[src/rtl/weight_loader.sv]
// weight_loader: serial-to-parallel weight assembler for the convolver.
// Collects N words over valid/ready and commits them as one packed vector.
module weight_loader #(
    parameter int N          = 9,
    parameter int DATA_WIDTH = 16,
    parameter int CW         = $clog2(N + 1)
) (
    input  logic                    clock,
    input  logic                    reset,
    input  logic                    in_valid,
    input  logic [DATA_WIDTH-1:0]   in_data,
    output logic                    in_ready,
    input  logic                    abort,
    output logic [N*DATA_WIDTH-1:0] weight_write,
    output logic                    write,
    output logic [CW-1:0]           count,
    output logic [15:0]             sets_loaded
);

    typedef enum logic {
        LOAD   = 1'b0,
        COMMIT = 1'b1
    } state_t;

    state_t                  state;
    logic [N*DATA_WIDTH-1:0] staging;
    logic [N*DATA_WIDTH-1:0] assembled;
    logic                    accept;
    logic                    last;

    // ready only while loading, and never while reset is held
    assign in_ready = (state == LOAD) && !reset;
    assign accept   = in_ready && in_valid && !abort;
    assign last     = (count == CW'(N - 1));

    // staging image with the incoming word dropped into its slot
    always_comb begin
        assembled = staging;
        for (int k = 0; k < N; k++) begin
            if (count == CW'(k)) begin
                assembled[k*DATA_WIDTH +: DATA_WIDTH] = in_data;
            end
        end
    end

    // load/commit sequencer; the output vector moves only on a commit edge
    always_ff @(posedge clock) begin
        if (reset) begin
            state        <= LOAD;
            count        <= '0;
            staging      <= '0;
            weight_write <= '0;
            write        <= 1'b0;
            sets_loaded  <= '0;
        end else begin
            unique case (state)
                LOAD: begin
                    write <= 1'b0;
                    if (abort) begin
                        count <= '0;
                    end else if (accept) begin
                        staging <= assembled;
                        if (last) begin
                            weight_write <= assembled;
                            count        <= '0;
                            sets_loaded  <= sets_loaded + 16'd1;
                            write        <= 1'b1;
                            state        <= COMMIT;
                        end else begin
                            count <= count + CW'(1);
                        end
                    end
                end
                COMMIT: begin
                    write <= 1'b0;
                    state <= LOAD;
                end
                default: begin
                    write <= 1'b0;
                    state <= LOAD;
                end
            endcase
        end
    end

endmodule

[config.mk]
export PLATFORM = sky130hd
export DESIGN_NAME = weight_loader
export DESIGN_NICKNAME = d
export VERILOG_FILES = /design/src/rtl/weight_loader.sv
export SDC_FILE = /design/constraint.sdc
export NUM_CORES = 1
export LEC_CHECK = 0
export CELL_PAD_IN_SITES_DETAIL_PLACEMENT = 1
export CELL_PAD_IN_SITES_GLOBAL_PLACEMENT = 2
export CORE_MARGIN = 2
export CORE_UTILIZATION = 27
export DETAILED_ROUTE_END_ITERATION = 6
export PLACE_DENSITY_LB_ADDON = 0.12
export SYNTH_ARGS = -nofsm -noshare
export SYNTH_HDL_FRONTEND = slang
export SYNTH_SLANG_ARGS = --single-unit
[constraint.sdc]
create_clock -name clock -period 1.8 [get_ports clock]
set_input_delay 0.45 -clock clock [delete_from_list [all_inputs] [get_ports clock]]
set_output_delay 0.45 -clock clock [all_outputs]
set_load 0.05 [all_outputs]
# == Word-level counts from Yosys, hierarchy flattened ==
# Index checks and enable logic that the tools add are counted.
# totals
ff_bits,309
in_bits,20
out_inout_bits,166
wordCells,43
# op_classes
add_sub_neg,2
eq_ne,8
mux,16
n_bitwise,2
reduce_logical,10
# ops
operator,count
two-way mux 16 bit,9
adder 16 x 1 -> 16 bit (second input constant),1
== test 4 x 3 -> 1 bit (second input constant),4
two-way mux 4 bit,3
== test 4 x 2 -> 1 bit (second input constant),2
adder 4 x 1 -> 4 bit (second input constant),1
== test 4 x 1 -> 1 bit (second input constant),1
== test 4 bit (second input constant),1
zero test 4 bit,1
AND reduction 4 bit,1
logical AND 1 bit,3
two-way mux 1 bit,3
AND reduction 3 bit,1
zero test 1 bit,2
NOT 1 bit,2
one-hot mux 1 bit (2 select lines),1
AND reduction 2 bit,1
nonzero test 2 bit,1

# == Logic depth before layout (Yosys ltp) ==
# Gate-level depths: netlist of the first run.
# logic_depth
depth_word,7
ltp_mapped,10
ltp_nobuf,7

# == Least setup slack after synthesis of the first run ==
# No wires, ideal clock.
# synth_timing
kind,reg2reg
start,register count[0]
end,register weight_write[70]
setup_ps,70
arrival_time_ps,2236
t_required_ps,1730
path_slack_ps,-507
path_stages_with_launch,11
n_path_buf,4
synth_period_minus_slack_ps,2307
path_cell_list,dfxtp_1 inv_1 ha_1 and3b_1 clkbuf_1 nand2_2 buf_6 clkbuf_1 buf_2 nand2_1 a21oi_1
# synth_via
elab_chain_cells,2
elab_cells_between_ends,4
cone_classes,2 x eq/ne; 1 x mux; 1 x reduce/logical
# synth_lines
item,line,source
start: declaration,16,"output logic [CW-1:0] count,"
start signal: assignment,70,count <= count + CW'(1);
== test 4 bit or == test 4 x 3 -> 1 bit (tied branches),"34, 40",
AND reduction 4 bit (no source line) or two-way mux 16 bit (tied branches),-,
end signal: assignment,64,weight_write <= assembled;
end: declaration,14,"output logic [N*DATA_WIDTH-1:0] weight_write,"
# Parallel ways exist; a longest one is shown, timed or not.
# A chain may end at the register's enable or synchronous reset.

# == Final worst setup path of the first run ==
# layout_timing
start,register state
end,output in_ready
# layout_via
elab_chain_cells,2
# layout_lines
item,line,source
start: declaration,25,state_t state;
start signal: assignment,49,state <= LOAD;
start signal: assignment,68,state <= COMMIT;
start signal: assignment,76,state <= LOAD;
NOT 1 bit,-,
logical AND 1 bit,32,assign in_ready = (state == LOAD) && !reset;
end: declaration,12,"output logic in_ready,"
# Every way passes these cells.

==> run metrics, run 1 <==
Skew-Pair Late Insertion Delay 0.52 ns; Diodes inserted 0; commonest non-fill, non-tap cell in the layout nand2_1; Crit Path Class reg2out; YS warnings 0; initial antenna violation count 0; Worst Setup Start Kind register; synthesized net count 1,358; DP HPWL 23.3 mm; vias in the first global route 9,548; slew margin rel. 50.1%; Via Count 9,451; Area Overhead vs Synth 36.9%; RSZ-0062 raised after global routing true; worst-margin pin slew 0.749 ns; CTS max path bufs 3; die height 201 um; asr flop ratio synth 0%; port bufs 185; WP data arrival 1.27 ns; total CTS buffers 35; Slew Limit Fails 0; Placed Cells 1,998; fraction of layout cells with a size suffix above 1 19.6%; largest net degree at the start of global routing 146; Post-synth EDFFs 0; final worst setup slack 0.0792 ns; CTS Hold Buffers Added 0; worst vdd ir 514 uV; Mapped Avg Cell Area 7.86 um^2; Wirelength per Cell 18.3 um; crit-path max FO 5; sequential share of the synthesized area 56.0%; Fin Clk Skew 0.0143 ns; Max Cap Viol 0; post-synthesis cell area 0.0105 mm^2; GRT Total Usage 18.6%; top_reg_cell synth dfxtp_1; nature of the critical path endpoint output pin; Placer Congestion 0.725; count of final setup violators 0; overflow left after global routing 0; Routed WL 37.7 mm; global-route wire length before repair 58.1 mm; Core ar. 0.0385 mm^2; worst hold path type in2reg; post-route ant nets 0; Lkg Pwr 5.35 nW; Post-Route Setup TNS 0 ns; die area 0.0404 mm^2; Die W 201 um; post-layout minimum cycle time 1.72 ns; Synth Register Bits 293; status completed; Root Driver clkbuf_16; Nets 1,543; final hold vios 0; TritonCTS Sinks 293; Yosys cell types 32; DRT Pass-1 Iters 4; DR iter-0 viols 535; final std cells w/o fill 2,054; clock edge transition at the registers on the reported setup and hold paths 0.06 ns; Via density 4.60; Mapped Cells 1,333; Peak Freq 581 MHz; pre-CTS setup slack -0.508 ns; number of remaining DRC errors 0; most frequent cells in the layout nand2_1, dfxtp_1, a21oi_1; Std-Cell Rows 72; # IOs 186; initial core utilization 27.2%; WP data required 1.35 ns; PwrDens 960 mW/mm^2; CTS tree built; H-Tree Depth 2; period utilization 95.6%
## power by group
group          switching [mW]  internal (mW)  leakage (nW)
Sequential            0.00795           6.50          2.36
Combinational           0.326          0.167          2.46
Clock                    2.72           4.06         0.527
Total                    3.05           10.7          5.35
## worst paths after layout
path / startpoint / endpoint / slack (ns) / depth (start not counted)
worst max-delay path: state / in_ready / 0.08 / 3
worst min-delay path: in_valid / count[0] / 0.39 / 4
worst max register to register: count[1] / sets_loaded[15] / 0.09 / 8
worst min register to register: staging[97] / weight_write[97] / 0.44 / 2
## cell families (layout without fill, tap and decap cells)
logic type      count (synthesis)  after routing  synth area share [%]
compound gates                274            274                  13.2
flops                         293            293                  56.0
xor+xnor                        6              6                 0.502
fa+ha+maj                       5              5                 0.597
simple gates                  640            640                  25.0
mux                             1              1                0.0955
buf+inv                       114            317                  4.60
## critical path: stages, from the launching register on
cell and delay (ns):
dfxtp_2 0.33, buf_4 0.16, nor2_4 0.12, buf_12 0.14
## state kept, by name, summed over array words and instances, names as in the netlist
signal        flops
count             4
sets_loaded      16
staging         128
state             1
weight_write    144
## cells in the mapped netlist, types with 5 or more instances
cell      count  area (um^2)
or3_1         7         43.8
clkbuf_1     76          285
nand4_1       7         43.8
o21ai_0       9         45.0
ha_1          5         62.6
dfxtp_1     293         5870
nand3b_1     22          165
and3_1       10         62.6
a21oi_1     260         1300
nor2_1       14         52.6
nand2_1     553         2080
buf_2        31          155
nand3_1      14         70.1
## routing by layer
metal  vias to the layer above  GRT usage [%]  part of all wire, %
met1                      4580           26.1                   48
met5                         -              0                    0
met3                        39           3.78                  5.3
met2                       163           29.0                   45
met4                         0           4.66                  1.6
li1                       4669              -                    -
## cell type report
cell class / count / area (um^2)
multi-input cells: 926 / 4160
flip-flops and latches: 293 / 5880
inverters: 4 / 20.0
fillers: 4567 / 24100
clock inverters: 1 / 5.00
repair buffers: 258 / 2560
clock buffers: 54 / 1070
well taps: 518 / 648
## stage by stage
| step | cell area (um^2) | power, mW | utilization (%) | hold WS, ns |
|---|---|---|---|---|
| floorplan | 10600 | 6.84 | - | 0.415 |
| global placement | 13200 | 7.15 | 34.4 | 0.435 |
| detailed placement | 13200 | 7.15 | 34.4 | 0.434 |
| CTS | 14300 | 14.0 | 37.2 | 0.442 |
| global route | 14300 | 14.3 | 37.3 | 0.387 |
| finish | 14300 | 13.8 | 37.3 | 0.387 |
## what timing repair did
item / CTS / global route
hold endpoints to repair: 0 / 0
cloned: 0 / 0
pin swaps: 0 / 5
endpoints found under the setup margin: 1 / 11
resized for setup: 1 / 11
setup buffers: 0 / 1
No activity file was read; power rests on OpenSTA's default activity.
==> run 2, diff against run 1 <==
--- a/config.mk
+++ b/config.mk
@@ -5,9 +5,9 @@
 export SDC_FILE = /design/constraint.sdc
 export NUM_CORES = 1
 export LEC_CHECK = 0
+export ABC_CLOCK_PERIOD_IN_PS = 1800
 export CELL_PAD_IN_SITES_DETAIL_PLACEMENT = 1
 export CELL_PAD_IN_SITES_GLOBAL_PLACEMENT = 2
-export CORE_MARGIN = 2
 export CORE_UTILIZATION = 27
 export DETAILED_ROUTE_END_ITERATION = 6
 export PLACE_DENSITY_LB_ADDON = 0.12
==> run metrics, run 2 (same netlist as run 1, synthesis figures left out) <==
global-route wire length before repair 56.5 mm (-2.7%); initial core utilization 27.6% (+0.38 points); Slew Limit Fails 0 (unchanged); most frequent cells in the layout nand2_1, dfxtp_1, a21oi_1; Post-Route Setup TNS 0 ns (unchanged); Crit Path Class reg2reg; worst reg2reg setup slack 0.07 ns (-0.02 ns); final std cells w/o fill 2,047 (-0.34%); WP data required 2.24 ns (+0.89 ns); Std-Cell Rows 71 (-1.4%); Root Driver clkbuf_16; Placer Congestion 0.740 (+2.1%); Core ar. 0.0379 mm^2 (-1.4%); Via density 4.61 (+0.11%); max FFs per register 144 (unchanged); Via Count 9,429 (-0.23%); GRT Total Usage 18.8% (+0.25 points); fin util 37.7% (+0.39 points); post-route ant nets 0 (unchanged); Nets 1,536 (-0.45%); count of final setup violators 0 (unchanged); worst vdd ir 466 uV (-9.3%); nature of the critical path endpoint register; Peak Freq 579 MHz (-0.44%); post-layout minimum cycle time 1.73 ns (+0.00752 ns); worst-margin pin slew 0.666 ns (-0.0827 ns); Fin Clk Skew 0.0127 ns (-0.00154 ns); Lkg Pwr 5.33 nW (-0.29%); slew margin rel. 55.6% (+5.5 points); TritonCTS Sinks 293 (unchanged); pre-CTS setup slack -0.456 ns (+0.0520 ns); largest net degree at the start of global routing 131 (-10%); CTS Hold Buffers Added 0 (unchanged); H-Tree Depth 2 (unchanged); final hold vios 0 (unchanged); register bank with the most flops weight_write; DP HPWL 22.7 mm (-2.3%); clock edge transition at the registers on the reported setup and hold paths 0.06 ns (about the same); # IOs 186 (unchanged); RSZ-0062 raised after global routing true; Max Cap Viol 0 (unchanged); DR iter-0 viols 328 (-39%); Skew-Pair Late Insertion Delay 0.52 ns (about the same); total power 14.2 mW (+3.2%); number of remaining DRC errors 0 (unchanged); hold path cells 2 (-2); status completed; overflow left after global routing 0 (unchanged); Placed Cells 1,984 (-0.70%); Worst Setup Start Kind register; Die W 199 um (-1.0%); WP data arrival 2.17 ns (+0.90 ns); vias in the first global route 9,502 (-0.48%); Hold WS 0.438 ns (+0.0512 ns); period utilization 96.0% (+0.42 points); CTS tree built; DRT Pass-1 Iters 4 (unchanged); Wirelength per Cell 18.0 um (-1.9%); fin area 0.0143 mm^2 (-0.37%); PwrDens 995 mW/mm^2 (+3.6%); fillers 4,526 (-0.90%); port bufs 185 (unchanged); fraction of layout cells with a size suffix above 1 19.8% (+0.20 points); Area Overhead vs Synth 36.4%; final worst setup slack 0.0717 ns (-0.00752 ns); die height 199 um (-1.0%); CTS max path bufs 3 (unchanged); commonest non-fill, non-tap cell in the layout nand2_1; placed cell area 0.0131 mm^2 (-1.2%); Routed WL 36.8 mm (-2.3%); worst r2r path cells 8 (unchanged); Diodes inserted 0 (unchanged); biggest regs weight_write: 144 flops, staging: 128 flops, sets_loaded: 16 flops; die area 0.0396 mm^2 (-2.0%); initial antenna violation count 1 (+1); total CTS buffers 35 (unchanged); crit-path max FO 8 (+3); worst hold path type reg2reg
==> run 2: area by class of cell <==
type | instances | area [um^2] | area share (%)
Clock inverter | 7 | 85.1 | 0.595
Multi-Input combinational cell | 926 | 4160 | 29.1
Inverter | 4 | 22.5 | 0.158
Clock buffer | 55 | 1090 | 7.65
Tap cell | 511 | 639 | 4.47
Timing Repair Buffer | 251 | 2410 | 16.9
Sequential cell | 293 | 5880 | 41.1
==> run 2: routing by layer <==
| metal | global-route usage (%) | wire length (um) |
|---|---|---|
| met1 | 25.5 | 17600 |
| met2 | 30.2 | 16700 |
| met3 | 4.09 | 1950 |
| met4 | 4.59 | 557 |
| met5 | 0 | 0 |
==> run 2: final timing paths <==
path	startpoint	to
hold reg to reg	staging[110]	weight_write[110]
hold / removal	staging[110]	weight_write[110]
setup reg to reg	count[1]	sets_loaded[15]
setup / recovery	count[1]	sets_loaded[15]
==> run 2: report_power, final <==
| group | internal (mW) | switching [mW] |
|---|---|---|
| Sequential | 6.50 | 0.00866 |
| Combinational | 0.164 | 0.317 |
| Clock | 4.45 | 2.78 |
==> run 2: what timing repair did <==
item                                    in CTS  in global routing
pin swaps                                    0                  7
resized for setup                            2                 13
endpoints found under the setup margin      33                 16
setup buffers                                0                  1
==> run 2: critical path, cell delays in order (launching register included) <==
cell and delay (ns):
dfxtp_4 0.35, inv_4 0.06, ha_4 0.13, and3b_2 0.27
buf_6 0.12, nand4_1 0.10, buf_6 0.16, or3_1 0.34
a21oi_1 0.12
==> run 3, diff against run 2 <==
--- a/config.mk
+++ b/config.mk
@@ -5,6 +5,7 @@
 export SDC_FILE = /design/constraint.sdc
 export NUM_CORES = 1
 export LEC_CHECK = 0
+export ABC_AREA = 1
 export ABC_CLOCK_PERIOD_IN_PS = 1800
 export CELL_PAD_IN_SITES_DETAIL_PLACEMENT = 1
 export CELL_PAD_IN_SITES_GLOBAL_PLACEMENT = 2
==> run metrics, run 3 <==
synth cell count leaders nand2_1, nor2_1, dfxtp_1; Mapped Avg Cell Area 7.11 um^2 (-9.5%); crit-path max FO 2 (-6); worst reg2reg setup slack 0.11 ns (+0.04 ns); Worst Setup Start Kind register; YS warnings 0 (unchanged); biggest regs weight_write: 144 flops, staging: 128 flops, sets_loaded: 16 flops; clock edge transition at the registers on the reported setup and hold paths 0.06 ns (about the same); synthesized net count 1,680 (+24%); max FFs per register 144 (unchanged); critical path's top delay family flip-flops; commonest non-fill, non-tap cell in the layout nand2_1; sequential share of the synthesized area 49.8% (-6.1 points); placed cell area 0.0148 mm^2 (+13%); number of remaining DRC errors 0 (unchanged); Routed WL 44.2 mm (+20%); CP peak stage delay 0.33 ns (-0.02 ns); met3 GRT Util 3.45% (-0.64 points); Area Overhead vs Synth 36.1%; worst r2r path cells 8 (unchanged); DR iter-0 viols 609 (+86%); Peak Freq 571 MHz (-1.3%); Nets 1,899 (+24%); WP data arrival 1.30 ns (-0.87 ns); Yosys cell types 26 (-19%); fillers 5,309 (+17%); area share of the largest cell type after synthesis 49.8% (-6.1 points); Synth Area in Adders 0.532% (-0.066 points); total CTS buffers 36 (+2.9%); final hold vios 0 (unchanged); Worst Setup SP state; Critical Path End in_ready; Critical-path top delay cell dfxtp_1; RR Endpoint weight_write[75]; Placer Congestion 0.745 (+0.58%); overflow left after global routing 0 (unchanged); DP HPWL 27.7 mm (+22%); PwrDens 917 mW/mm^2 (-7.8%); Max Cap Viol 0 (unchanged); area taken by multi-input logic gates 0.00523 mm^2 (+26%); status completed; hold path cells 3 (+1); Via Count 11,500 (+22%); asr flop ratio synth 0% (unchanged); fin area 0.0160 mm^2 (+12%); slew margin rel. 57.5% (+1.9 points); total power 14.7 mW (+3.3%); Slew Limit Fails 0 (unchanged); global-route wire length before repair 66.9 mm (+18%); TritonCTS Sinks 293 (unchanged); nature of the critical path endpoint output pin; worst hold path type in2reg; Mapped Cells 1,655 (+24%); compound-cell area share of the yosys netlist 17.9% (+4.7 points); worst r2r src count[1]; worst-margin pin slew 0.638 ns (-0.0283 ns); Fin Clk Skew 0.0164 ns (+0.00370 ns); WP buf/inv 2 (-1); crit-path cells nor2_4 > buf_4 > buf_12; Post-Synth XOR/XNOR Area 0.0744% (-0.43 points); count of final setup violators 0 (unchanged); Post-Route Setup TNS 0 ns (unchanged); Std-Cell Rows 76 (+7.0%); Crit Path Class reg2out; Die W 211 um (+5.9%); GRT Total Usage 19.5% (+0.68 points); port bufs 185 (unchanged); register bank with the most flops weight_write; Core ar. 0.0431 mm^2 (+14%); most frequent cells in the layout nand2_1, nor2_1, dfxtp_1; most used routing layer met2; largest family of logic cells by synthesized area simple AND/OR/NAND/NOR gates; multiplexer share of the synthesized area 0% (-0.096 points); RSZ-0062 raised after global routing false; Synth Register Bits 293 (unchanged); Wirelength per Cell 17.8 um (-1.2%); H-Tree Depth 2 (unchanged); Post-synth EDFFs 0 (unchanged); period utilization 97.3% (+1.3 points); largest net degree at the start of global routing 106 (-19%); CTS tree built; FF+latch area 0.00587 mm^2 (-0.17%); post-layout minimum cycle time 1.75 ns (+0.0232 ns); Lkg Pwr 6.54 nW (+23%); die height 211 um (+5.9%); top_reg_cell synth dfxtp_1; met1 usage 27.3% (+1.8 points); worst vdd ir 524 uV (+12%); dominant cell type by area after synthesis dfxtp_1; post-synthesis cell area 0.0118 mm^2 (+12%); Via density 4.64 (+0.65%); fraction of layout cells with a size suffix above 1 18.5% (-1.3 points); initial core utilization 27.3% (-0.30 points); CTS max path bufs 3 (unchanged); # IOs 186 (unchanged); WP data required 1.35 ns (-0.89 ns); vias in the first global route 11,300 (+19%); die area 0.0444 mm^2 (+12%); Root Driver clkbuf_16; GR Util met2 30.9% (+0.67 points); top-count cell post-synth nand2_1; synth top area cells dfxtp_1, nand2_1, nor2_1; Skew-Pair Late Insertion Delay 0.54 ns (+0.02 ns); initial antenna violation count 4 (+3); cell depth of the worst setup path 3 (-5); post-route ant nets 0 (unchanged); DRT Pass-1 Iters 4 (unchanged); simple-gate share of the synthesized area 25.5% (+0.42 points)
run 3: cell types whose count changed after synthesis, moves of 22 or more:
cell	delta
nor2_1	+356
o21ai_0	+268
nand2_1	-169
a21oi_1	-120
clkbuf_1	-32
inv_1	+26
buf_4	+23
nand3b_1	-22
run 3: layout make-up:
class	count	area share [%]
flip-flops and latches	293	36.7
diodes	2	0.0313
clock buffers	58	6.71
repair buffers	302	18.4
clock inverters	4	0.125
inverters	34	0.828
well taps	585	4.57
multi-input cells	1207	32.7
run 3: worst min-delay path: stages:
cell and delay, ns:
buf_4 0.13, buf_4 0.23, a21oi_1 0.14
run 3: worst min path at each step:
| stage | endpoint | slack, ns | startpoint |
|---|---|---|---|
| 2_1_floorplan | staging[100] | 0.48 | staging[100] |
| 3_3_place_gp | weight_write[86] | 0.45 | weight_write[86] |
| 3_5_place_dp | weight_write[67] | 0.46 | weight_write[67] |
| 4_1_cts | weight_write[91] | 0.44 | reset |
| 5_1_grt | weight_write[73] | 0.46 | reset |
| 6_report | weight_write[73] | 0.46 | reset |
run 3: cell families (layout without fill, tap and decap cells):
logic type                 Yosys count  in the layout
buffers and inverters              155            398
AOI/OAI and AO/OA                  420            420
DFF                                293            293
and+or+nand+nor                    781            781
other                                0              2
adders and majority gates            5              5
xor gates and xnor gates             1              1
run 3: metrics by stage:
| step | util [%] | hold WS, ns | std cells | worst slack, ns |
|---|---|---|---|---|
| floorplan | - | 0.476 | 1655 | 0.0151 |
| global placement | 34.3 | 0.451 | 2414 | -0.462 |
| detailed placement | 34.3 | 0.457 | 2414 | -0.494 |
| CTS | 36.9 | 0.443 | 2477 | 0.00332 |
| global route | 37.2 | 0.457 | 2483 | 0.000328 |
| finish | 37.2 | 0.459 | 2485 | 0.0485 |
run 3: timing repair:
| action | 4_1_cts | 5_1_grt |
|---|---|---|
| setup buffers | 0 | 3 |
| gates resized for setup | 2 | 18 |
| endpoints found under the setup margin | 5 | 92 |
| pin swaps | 1 | 2 |
| gates cloned | 1 | 3 |
| hold buffers | 0 | 0 |
run 3: layer usage:
metal / vias up / wire length (um)
met3: 48 / 2110
met1: 5512 / 21500
li1: 5768 / -
met4: 0 / 828
met2: 193 / 19700
met5: - / 0
run 3: power breakdown:
part	switching [mW]	total [mW]	leakage [nW]	internal [mW]
Combinational	0.653	1.08	3.62	0.426
Clock	2.85	6.92	0.538	4.06
Sequential	0.0658	6.70	2.38	6.63
